File: config.mk
export PLATFORM = sky130hd
export DESIGN_NAME = vdp_super_vram_prefetch
export DESIGN_NICKNAME = d
export VERILOG_FILES = /design/src/rtl/vdp_super_vram_prefetch.sv
export SDC_FILE = /design/constraint.sdc
export NUM_CORES = 1
export LEC_CHECK = 0
export ABC_CLOCK_PERIOD_IN_PS = 12080
export CORE_ASPECT_RATIO = 1.25
export CORE_MARGIN = 2
export CORE_UTILIZATION = 65
export CTS_CLUSTER_SIZE = 10
export DETAILED_ROUTE_END_ITERATION = 10
export DONT_BUFFER_PORTS = 1
export GPL_TIMING_DRIVEN = 1
export PLACE_DENSITY_LB_ADDON = 0.2
export SLEW_MARGIN = 15
export SYNTH_ARGS = -nofsm -noshare
export SYNTH_HDL_FRONTEND = slang
export SYNTH_SLANG_ARGS = --single-unit
File: constraint.sdc
create_clock -name clk -period 12.08 [get_ports clk]
set_clock_uncertainty 0.1 [all_clocks]
set_input_delay 2.416 -clock clk [delete_from_list [all_inputs] [get_ports clk]]
set_output_delay 2.416 -clock clk [all_outputs]
set_load 0.05 [all_outputs]
File: src/rtl/vdp_super_vram_prefetch.sv
// Line-prefetch FIFO feeding the super-res renderer from VRAM during the super-res bus window.
// Optional underrun statistics counter enabled by defining VDP_SUPER_PREFETCH_STATS_EN.
module vdp_super_vram_prefetch #(
    parameter int DEPTH = 8
) (
    input  logic        clk,
    input  logic        reset,
    input  logic        vdp_super,
    input  logic        super_res_drawing,
    input  logic        line_start,
    input  logic [17:0] line_addr,
    input  logic [8:0]  line_words,
    input  logic        word_pop,
    output logic [31:0] vrm_32,
    output logic        word_valid,
    output logic        mem_rd_req,
    output logic [17:0] mem_addr,
    input  logic        mem_ack,
    input  logic [31:0] mem_rdata,
    input  logic        mem_rdata_valid,
    output logic        underrun,
    output logic [15:0] underrun_count
);

    localparam int PW = $clog2(DEPTH);
    localparam int CW = PW + 1;

    typedef enum logic [1:0] {
        ST_IDLE,
        ST_REQ,
        ST_WAIT,
        ST_DRAIN
    } state_t;

    state_t         state_reg, state_next;
    logic           drop_reg, drop_next;
    logic [17:0]    mem_addr_reg;
    logic [17:0]    next_addr_reg;
    logic [8:0]     words_left_reg;
    logic [CW-1:0]  count_reg;
    logic [PW-1:0]  wr_ptr_reg, rd_ptr_reg;
    logic [PW-1:0]  rd_ptr_inc;
    logic [31:0]    vrm_reg;
    logic           underrun_reg;
    logic [31:0]    mem_reg [DEPTH];

    logic           flush;
    logic           can_issue;
    logic           issue;
    logic           push;
    logic           advance;
    logic           pop_eff;
    logic           underrun_set;
    logic [17:0]    issue_addr;

    assign flush        = line_start | ~vdp_super;
    assign pop_eff      = word_pop & (count_reg != '0) & ~flush;
    assign underrun_set = word_pop & (count_reg == '0) & ~flush;
    assign rd_ptr_inc   = rd_ptr_reg + PW'(1);
    assign issue_addr   = line_start ? line_addr : next_addr_reg;

    // In IDLE nothing is in flight, so the slot reservation reduces to count < DEPTH.
    // A line_start in IDLE issues straight from the new line parameters.
    assign can_issue = vdp_super & super_res_drawing &
                       (line_start ? (line_words != '0)
                                   : ((words_left_reg != '0) && (count_reg < CW'(DEPTH))));

    always_comb begin
        state_next = state_reg;
        drop_next  = drop_reg;
        issue      = 1'b0;
        push       = 1'b0;
        advance    = 1'b0;
        case (state_reg)
            ST_IDLE: begin
                drop_next = 1'b0;
                if (can_issue) begin
                    issue      = 1'b1;
                    state_next = ST_REQ;
                end
            end
            ST_REQ: begin
                if (mem_ack) begin
                    drop_next = 1'b0;
                    if (drop_reg || flush) begin
                        state_next = mem_rdata_valid ? ST_IDLE : ST_DRAIN;
                    end else begin
                        advance = 1'b1;
                        if (mem_rdata_valid) begin
                            push       = 1'b1;
                            state_next = ST_IDLE;
                        end else begin
                            state_next = ST_WAIT;
                        end
                    end
                end else if (flush) begin
                    // Request stays on the bus; its data belongs to the old line.
                    drop_next = 1'b1;
                end
            end
            ST_WAIT: begin
                if (mem_rdata_valid) begin
                    push       = ~flush;
                    state_next = ST_IDLE;
                end else if (flush) begin
                    state_next = ST_DRAIN;
                end
            end
            ST_DRAIN: begin
                if (mem_rdata_valid) begin
                    state_next = ST_IDLE;
                end
            end
            default: state_next = ST_IDLE;
        endcase
    end

    always_ff @(posedge clk) begin
        if (reset) begin
            state_reg      <= ST_IDLE;
            drop_reg       <= 1'b0;
            mem_addr_reg   <= '0;
            next_addr_reg  <= '0;
            words_left_reg <= '0;
            count_reg      <= '0;
            wr_ptr_reg     <= '0;
            rd_ptr_reg     <= '0;
            vrm_reg        <= '0;
            underrun_reg   <= 1'b0;
        end else begin
            state_reg <= state_next;
            drop_reg  <= drop_next;
            if (issue) begin
                mem_addr_reg <= issue_addr;
            end
            if (flush) begin
                next_addr_reg  <= line_addr;
                words_left_reg <= line_words;
                count_reg      <= '0;
                wr_ptr_reg     <= '0;
                rd_ptr_reg     <= '0;
                underrun_reg   <= 1'b0;
            end else begin
                if (advance) begin
                    next_addr_reg  <= next_addr_reg + 18'd1;
                    words_left_reg <= words_left_reg - 9'd1;
                end
                if (push) begin
                    wr_ptr_reg <= wr_ptr_reg + PW'(1);
                end
                if (pop_eff) begin
                    rd_ptr_reg <= rd_ptr_inc;
                end
                case ({push, pop_eff})
                    2'b10:   count_reg <= count_reg + CW'(1);
                    2'b01:   count_reg <= count_reg - CW'(1);
                    default: count_reg <= count_reg;
                endcase
                // Head register: next stored word on pop, or the incoming word when it becomes head.
                if (pop_eff && (count_reg >= CW'(2))) begin
                    vrm_reg <= mem_reg[rd_ptr_inc];
                end else if (push && ((count_reg == '0) || pop_eff)) begin
                    vrm_reg <= mem_rdata;
                end
                if (underrun_set) begin
                    underrun_reg <= 1'b1;
                end
            end
        end
    end

    always_ff @(posedge clk) begin
        if (push) begin
            mem_reg[wr_ptr_reg] <= mem_rdata;
        end
    end

`ifdef VDP_SUPER_PREFETCH_STATS_EN
    logic [15:0] underrun_count_reg;

    always_ff @(posedge clk) begin
        if (reset) begin
            underrun_count_reg <= '0;
        end else if (underrun_set && (underrun_count_reg != 16'hFFFF)) begin
            underrun_count_reg <= underrun_count_reg + 16'd1;
        end
    end

    assign underrun_count = underrun_count_reg;
`else
    assign underrun_count = '0;
`endif

    assign vrm_32     = vrm_reg;
    assign word_valid = (count_reg != '0);
    assign mem_rd_req = (state_reg == ST_REQ);
    assign mem_addr   = mem_addr_reg;
    assign underrun   = underrun_reg;

endmodule
==> results of run 1 <==
==> cells by family after synthesis <==
logic type	share of synthesized area, %
buffers and inverters	3.67
XOR/XNOR	1.99
multiplexers	10.3
AND/OR/NAND/NOR	6.29
adder cells (fa/ha/maj)	1.03
AO/OA/AOI/OAI	11.4
other	0.0258
flip-flops	65.4
==> stage by stage <==
stage	setup slack, ns	util, %	power, mW
after CTS	7.50	71.3	2.48
final	7.51	71.3	2.47
after global placement	7.11	66.2	1.43
after global routing	7.27	71.3	2.54
after floorplan	5.31	-	1.43
after detailed placement	6.96	66.2	1.43
==> routing by layer <==
metal,vias up,wire [microns],global-route usage [%]
met5,-,0,0
met4,0,728,7.90
met3,62,2340,6.10
met2,296,14300,41.8
met1,4142,11300,31.6
li1,3921,-,-
==> power by group through the flow <==
stage | logic, mW | registers [mW] | clock network [mW]
global route | 0.0855 | 1.33 | 1.12
CTS | 0.0774 | 1.33 | 1.07
detailed placement | 0.0768 | 1.36 | 0
floorplan | 0.0789 | 1.35 | 0
global placement | 0.0755 | 1.36 | 0
finish | 0.0771 | 1.33 | 1.06
==> area by class of cell <==
cell class,instances,area [sq um]
fill,1471,6340
sequential,347,9510
clock buffer,70,1130
timing repair buffer,15,113
multi-input combinational,615,4640
inverter,9,33.8
clock inverter,1,5.00
tap,283,354
==> cells in the final DEF, fill, tap and decap left out, types with 32 or more instances in the layout <==
cell,instances
nand2_1,50
a32oi_1,32
a211oi_2,33
a211oi_1,42
mux2i_1,149
nor2_1,90
dfxtp_1,91
clkbuf_16,41
edfxtp_1,256
a21oi_1,46
==> critical path: cells and delay by family <==
family | cells | cell delay (ns)
AO/OA/AOI/OAI | 3 | 0.64
AND/OR/NAND/NOR | 2 | 0.23
buffers and inverters | 3 | 1.55
==> path summary, 6_finish.rpt <==
check | startpoint | to | slack, ns | depth (start not counted)
max | vdp_super | vrm_32[18]$_SDFFE_PP0P_ | 7.51 | 8
min | drop_reg$_SDFFE_PP0P_ | drop_reg$_SDFFE_PP0P_ | 0.42 | 2
max reg2reg | rd_ptr_reg[0]$_SDFFE_PP0P_ | vrm_32[3]$_SDFFE_PP0P_ | 8.21 | 7
min reg2reg | drop_reg$_SDFFE_PP0P_ | drop_reg$_SDFFE_PP0P_ | 0.42 | 2
==> flow_summary_export.csv, run 1 <==
group,metric,value,unit
cts,post_cts_buffers,0,
power,p_sw_share,20.8,%
worst_hold_path,holdCritPathClass,"reg2reg",
logic_synthesis,avgSynthCellArea,14.0,sq um
timing,period_needed,4.57,ns
worst_setup_path,critPathMostFrequentCell,"buf_4",
cts,ctsResizeCount,0,
grt,first_global_vias,8447,
grt,grt_antenna_before_repair,0,
timing,rsz0062_at_grt,"no",
logic_synthesis,yosys_register_bits,347,
power,p_clk_share,42.8,%
logic_synthesis,ys_seq_area_share,65.4,%
die,die_h,171,microns
cts,htree_levels,2,
placement,place_hpwl,16100,microns
route,viasPerCell,6.28,
grt,grt_max_degree,82,
die,ios,136,
logic_synthesis,syn_area,0.0145,sq mm
die,rows,61,
grt,grtUsageTotal,24.8,%
logic_synthesis,synth.largest_area_cell,"edfxtp_1",
layout,layout-drive-gt1-share,10.4,%
timing,max-slew-margin-rel,26.2,%
power,power.internal,1.95,mW
route,dr.pass1.iters,5,
cts,cts_made_buffers,40,
logic_synthesis,ys.flop_type,"edfxtp_1",
placement,postPlaceCellArea,0.0146,sq mm
placement,portBuffers,0,
worst_setup_path,crit_path_top_delay_cell,"buf_4",
logic_synthesis,ys_top_cells_by_count,"edfxtp_1, mux2i_1, nor2_1",
cts,clkLatencyLatePin,0.51,ns
worst_setup_path,worstPathMaxFanout,65,
power,power_frac_comb,3.1,%
power,netSwitchingPower,0.513,mW
route,vias,8421,
cts,clock_path_buffers,3,
layout,largest_register_ffs,256,
timing,worst_pin_slew,1.10,ns
power,seqPwrFrac,54.0,%
placement,gp_congestion,0.800,
timing,setup_tns,0,ns
logic_synthesis,yosysMostFrequentCell,"edfxtp_1",
timing,finalCritPeriodShare,37.9,%
cts,postCtsHoldBufs,0,
outcome,status,"completed",
die,dieArea,0.0236,sq mm
route,post-route-drc-count,0,
cts,numClockSinks,347,
flow_run,drv_cap,0,
grt,grt_first_pass_wirelength,44600,microns
power,vdd_drop_max,112,uV
placement,placed_cells,1269,
die,initial_core_util,65.7,%
grt,overflow,0,
timing,slew_violations,0,
timing,hold_ws,0.424,ns
logic_synthesis,synthCells,1042,
route,drt_iter0_markers,656,
die,core_area,0.0221,sq mm
route,ant_nets,0,
worst_setup_path,critPathArrivalTime,4.91,ns
worst_setup_path,cp-start-kind,"input pin",
cts,clock-root-buffer,"clkbuf_16",
worst_setup_path,slowest_delay,0.69,ns
worst_setup_path,crit_chain,"nor2b_4, buf_4, o311ai_4, buf_4, a21oi_4, buf_4, nor2_1, a211oi_2",
logic_synthesis,yosys_warnings,0,
layout,finalNonFillerCells,1340,
power,power.density,156,mW/mm^2
worst_setup_path,path_class,"in2reg",
logic_synthesis,synth_area_leaders,"edfxtp_1, dfxtp_1, mux2i_1, a211oi_2, nor2_1",
layout,diodes,0,
worst_setup_path,end_kind,"flop",
cts,cts_tree,"built",
route,finalWirelength,28700,microns
logic_synthesis,synth-async-reset-ratio,0,%
logic_synthesis,yosysTopAreaCellShare,52.9,%
die,die_x,138,microns
logic_synthesis,synth_edf_count,256,
cts,clk_pin_slew,0.06,ns
layout,finalInstanceArea,0.0158,sq mm
timing,finalHoldViolCount,0,
logic_synthesis,synthDistinctLibCells,51,
worst_setup_path,cp.required,12.41,ns
layout,fin_nets,1107,
power,p_leak,4.93,nW
timing,max_freq,219,MHz
layout,synthToLayoutAreaGrowth,8.56,%
route,wl_per_cell,21.4,microns
timing,setup_viol,0,
Power figures use the tool's default switching activity.
==> inputs of run 2 (changes only) <==
ABC_CLOCK_PERIOD_IN_PS = 4400   (was 12080)
CORE_UTILIZATION = 63   (was 65)
clock period = 4.4 ns   (was 12.08 ns; I/O delays follow)
==> run 2 against run 1 <==
  * Clock power grew to 2.8 times the previous value
  * Power rose to 2.8 times the previous value
  * Sequential share of layout area is 0.55 points lower
  * Worst setup slack lost 6.7 ns
  * Register-to-register slack lost 7.4 ns
  * Via count shrank 1.8%
  * Non-clock buffer count is 9 higher
  * Critical path type is now reg2reg
  * Wire length fell by 3.1%
  * Largest cell class unchanged
  * Die area grew 3.1%
  * Utilization down 1.5 points
  * Count of clock-buffer cells in the layout up 1
  * Combinational power grew to 2.7 times the previous value
==> flow_summary_export.csv, run 2 (synthesis gave the netlist of run 1 again) <==
group,metric,value,unit
outcome,status,"completed",
power,power.internal,5.42,mW
worst_setup_path,slowest_delay,0.62,ns
placement,placed_cells,1283,
layout,fin_nets,1116,
worst_setup_path,cp.required,4.73,ns
layout,fin_util,69.9,%
grt,grt_first_pass_wirelength,44500,microns
route,vias,8271,
route,ant_nets,0,
route,dr.pass1.iters,5,
cts,clock_path_buffers,3,
route,viasPerCell,6.10,
die,rows,62,
timing,slew_violations,0,
cts,clock-root-buffer,"clkbuf_16",
worst_setup_path,crit_path_top_delay_cell,"ha_1",
power,power_frac_comb,3.1,%
layout,mostFrequentLayoutCells,"edfxtp_1, mux2i_1, dfxtp_1",
die,initial_core_util,63.8,%
timing,rsz0062_at_grt,"no",
power,seqPwrFrac,53.5,%
grt,overflow,0,
placement,postPlaceCellArea,0.0147,sq mm
power,p_clk_share,43.4,%
worst_setup_path,critPathArrivalTime,3.91,ns
layout,finalInstanceArea,0.0159,sq mm
layout,fillCellCount,1587,
timing,period_needed,3.57,ns
timing,finalHoldViolCount,0,
cts,ctsResizeCount,0,
worst_setup_path,worstPathMaxFanout,9,
worst_setup_path,critPathMostFrequentCell,"ha_1",
worst_setup_path,crit_buf_inv,2,
cts,clk_pin_slew,0.05,ns
die,core_area,0.0228,sq mm
cts,htree_levels,2,
grt,first_global_vias,8546,
layout,finalNonFillerCells,1355,
cts,post_cts_buffers,0,
die,ios,136,
placement,portBuffers,0,
layout,largest_register_ffs,256,
grt,grt_antenna_before_repair,0,
power,power.density,429,mW/mm^2
grt,grt_max_degree,82,
cts,numClockSinks,347,
timing,max-slew-margin-rel,20.8,%
placement,gp_congestion,0.794,
die,die_h,174,microns
cts,cts_made_buffers,40,
layout,synthToLayoutAreaGrowth,9.57,%
timing,finalCritPeriodShare,81.2,%
power,vdd_drop_max,361,uV
worst_setup_path,crit_family,"adder cells",
worst_setup_path,path_class,"reg2reg",
layout,layout-drive-gt1-share,11.2,%
route,drt_iter0_markers,537,
die,dieArea,0.0243,sq mm
power,p_leak,4.99,nW
die,die_x,140,microns
flow_run,drv_cap,0,
layout,diodes,0,
power,netSwitchingPower,1.42,mW
power,p_sw_share,20.8,%
timing,worst_pin_slew,1.19,ns
route,finalWirelength,27800,microns
cts,clkLatencyLatePin,0.52,ns
placement,place_hpwl,16700,microns
route,post-route-drc-count,0,
route,wl_per_cell,20.5,microns
power,p_total,6.84,mW
worst_setup_path,cp-start-kind,"flop",
worst_setup_path,crit_chain,"inv_1, ha_1, nand3b_1, a211oi_2, inv_1, ha_1, xor2_1, ha_1, a21oi_1, xor2_1, or3_1, a21oi_1",
cts,postCtsHoldBufs,0,
cts,cts_tree,"built",
layout,final_common_cell,"edfxtp_1",
grt,grtUsageTotal,23.0,%
timing,setup_viol,0,
worst_setup_path,end_kind,"flop",
worst_hold_path,holdCritPathClass,"in2reg",
timing,max_freq,280,MHz
timing,hold_ws,0.336,ns
[run 2: layout make-up]
class	instances	area (sq um)	share of cell area, %
Sequential cell	347	9510	59.7
Multi-Input combinational cell	615	4650	29.2
Clock inverter	1	16.3	0.102
Timing Repair Buffer	24	193	1.21
Inverter	9	33.8	0.212
Tap cell	288	360	2.26
Clock buffer	71	1170	7.34
[run 2: worst register-to-register path: cells and delay by family (launching register included)]
kind	cells	cell delay, ns
AO/OA/AOI/OAI	3	0.76
flip-flops	1	0.34
XOR/XNOR	2	0.25
AND/OR/NAND/NOR	2	0.55
buffers and inverters	2	0.37
adder cells (fa/ha/maj)	3	1.15
[run 2: power groups by stage]
| stage | logic (mW) | registers, mW | clock network, mW |
|---|---|---|---|
| CTS | 0.213 | 3.66 | 3.03 |
| global placement | 0.208 | 3.72 | 0 |
| finish | 0.212 | 3.66 | 2.97 |
| detailed placement | 0.212 | 3.72 | 0 |
| global route | 0.233 | 3.66 | 3.16 |
| floorplan | 0.217 | 3.71 | 0 |
[run 2: layer usage]
| metal | share of wire (%) | up-vias | track usage [%] | routed length [microns] |
|---|---|---|---|---|
| li1 | - | 3926 | - | - |
| met1 | 41 | 4050 | 28.7 | 11400 |
| met2 | 51 | 243 | 40.7 | 14200 |
| met3 | 5.8 | 52 | 4.89 | 1620 |
| met4 | 2.3 | 0 | 6.50 | 648 |
| met5 | 0 | - | 0 | 0 |
[run 2: final timing paths]
path / from / endpoint / slack, ns / cells past startpoint
hold reg to reg: drop_reg$_SDFFE_PP0P_ / drop_reg$_SDFFE_PP0P_ / 0.43 / 2
hold / removal: reset / vrm_32[3]$_SDFFE_PP0P_ / 0.34 / 1
setup / recovery: state_reg[1]$_SDFFE_PP0P_ / count_reg[2]$_SDFFE_PP0P_ / 0.83 / 12
setup reg to reg: state_reg[1]$_SDFFE_PP0P_ / count_reg[2]$_SDFFE_PP0P_ / 0.83 / 12
[run 2: through the flow]
stage | setup TNS (ns) | worst slack, ns
after floorplan | -15.67 | -0.163
after global placement | 0 | 0.904
after detailed placement | 0 | 0.808
after CTS | 0 | 0.810
after global routing | 0 | 0.624
final | 0 | 0.825
==> inputs of run 3 (changes only) <==
ABC_CLOCK_PERIOD_IN_PS = 3200   (was 4400)
CORE_UTILIZATION = 57   (was 63)
clock period = 3.2 ns   (was 4.4 ns; I/O delays follow)
==> run 3 against run 2 <==
  * Final area up 1.2%
  * Sequential power grew 37%
  * Worst hold slack got worse by 0.23 ns
  * Wire length rose by 3.2%
  * Final cell count increased by 4.4%
  * Power up 38%
  * Largest power group unchanged
==> flow_summary_export.csv, run 3 (synthesis gave the netlist of run 1 again) <==
group,metric,value,unit
outcome,status,"completed",
die,core_area,0.0251,sq mm
layout,layout-drive-gt1-share,12.0,%
placement,portBuffers,0,
power,power.density,586,mW/mm^2
route,dr.pass1.iters,4,
cts,clkLatencyLatePin,0.52,ns
grt,first_global_vias,8709,
die,initial_core_util,57.9,%
worst_setup_path,critPathArrivalTime,3.16,ns
placement,placed_cells,1340,
die,die_x,147,microns
route,finalWirelength,28700,microns
timing,rsz0062_at_grt,"no",
grt,overflow,0,
timing,max-slew-margin-rel,57.2,%
power,p_total,9.44,mW
cts,ctsResizeCount,0,
layout,synthToLayoutAreaGrowth,10.9,%
layout,seq_area,0.00951,sq mm
route,wl_per_cell,20.3,microns
worst_setup_path,cp-start-kind,"flop",
timing,max_freq,354,MHz
timing,layout_setup_ws,0.377,ns
die,die_h,183,microns
worst_setup_path,cp.required,3.54,ns
layout,multiInputGateArea,0.00468,sq mm
worst_setup_path,end_kind,"flop",
worst_setup_path,crit_chain,"inv_1, ha_4, nand3b_1, a211oi_2, inv_1, ha_1, xor2_1, ha_1, a21oi_1, xor2_1, or3_1, a21oi_1",
worst_setup_path,path_class,"reg2reg",
flow_run,drv_cap,0,
route,vias,8401,
worst_setup_path,worstPathMaxFanout,9,
placement,gp_congestion,0.791,
cts,cts_made_buffers,40,
route,drt_iter0_markers,459,
grt,grt_antenna_before_repair,0,
timing,slew_violations,0,
layout,finalNonFillerCells,1414,
route,ant_nets,0,
power,vdd_drop_max,401,uV
timing,setup_tns,0,ns
worst_setup_path,crit_path_top_delay_cell,"dfxtp_1",
die,rows,65,
placement,place_hpwl,17600,microns
grt,grt_max_degree,82,
layout,largest_register_ffs,256,
layout,mostFrequentLayoutCells,"edfxtp_1, mux2i_1, dfxtp_1",
worst_setup_path,slowest_delay,0.33,ns
cts,clk_pin_slew,0.05,ns
die,ios,136,
timing,finalHoldViolCount,0,
cts,post_cts_buffers,0,
timing,finalCritPeriodShare,88.2,%
cts,htree_levels,2,
die,dieArea,0.0268,sq mm
layout,final_common_cell,"edfxtp_1",
timing,period_needed,2.82,ns
route,viasPerCell,5.94,
layout,diodes,0,
cts,numClockSinks,347,
timing,worst_pin_slew,0.636,ns
cts,clock_path_buffers,3,
layout,fillCellCount,1824,
cts,cts_tree,"built",
layout,fin_nets,1126,
grt,grt_first_pass_wirelength,45700,microns
cts,clock-root-buffer,"clkbuf_16",
grt,grtUsageTotal,21.4,%
power,p_leak,5.05,nW
placement,dp_slack,0.350,ns
timing,hold_ws,0.102,ns
timing,setup_viol,0,
cts,postCtsHoldBufs,0,
worst_hold_path,holdCritPathClass,"in2reg",
route,post-route-drc-count,0,
## run 3: worst max-delay path, delay by kind of cell (launching register included)
family                     cells  cell delay [ns]
and+or+nand+nor                2             0.48
xor gates and xnor gates       2             0.27
buffers and inverters          2             0.22
AOI/OAI and AO/OA              3             0.59
DFF                            1             0.33
adders and majority gates      3             0.75
## run 3: per-stage QoR
stage	util (%)	cell area, sq um
after floorplan	-	14600
after global placement	59.4	14900
after detailed placement	59.4	14900
after CTS	64.2	16100
after global routing	64.2	16100
final	64.2	16100
## run 3: where the power goes
group	internal [mW]	switching (mW)
clock	2.45	1.66
sequential	4.88	0.147
combinational	0.115	0.185
total	7.45	1.99
## run 3: layout make-up
class | instances | area share [%]
Clock inverter | 1 | 0.101
Sequential cell | 347 | 59.0
Tap cell | 335 | 2.60
Timing Repair Buffer | 34 | 1.82
Multi-Input combinational cell | 615 | 29.1
Clock buffer | 73 | 7.24
Inverter | 9 | 0.210
## run 3: layer usage
layer	wire [microns]	vias to the layer above	part of all wire, %	track usage [%]
met2	14500	204	51	37.9
met4	552	0	1.9	5.79
met5	0	-	0	0
met3	1760	46	6.2	5.05
met1	11800	4188	41	26.3
li1	-	3963	-	-
## run 3: path summary, 6_finish.rpt
check / start / endpoint / slack (ns) / cells after the start
setup / recovery: state_reg[1]$_SDFFE_PP0P_ / count_reg[2]$_SDFFE_PP0P_ / 0.38 / 12
hold / removal: reset / words_left_reg[6]$_SDFFE_PP0P_ / 0.10 / 1
setup reg to reg: state_reg[1]$_SDFFE_PP0P_ / count_reg[2]$_SDFFE_PP0P_ / 0.38 / 12
hold reg to reg: words_left_reg[2]$_SDFFE_PP0P_ / words_left_reg[2]$_SDFFE_PP0P_ / 0.42 / 2
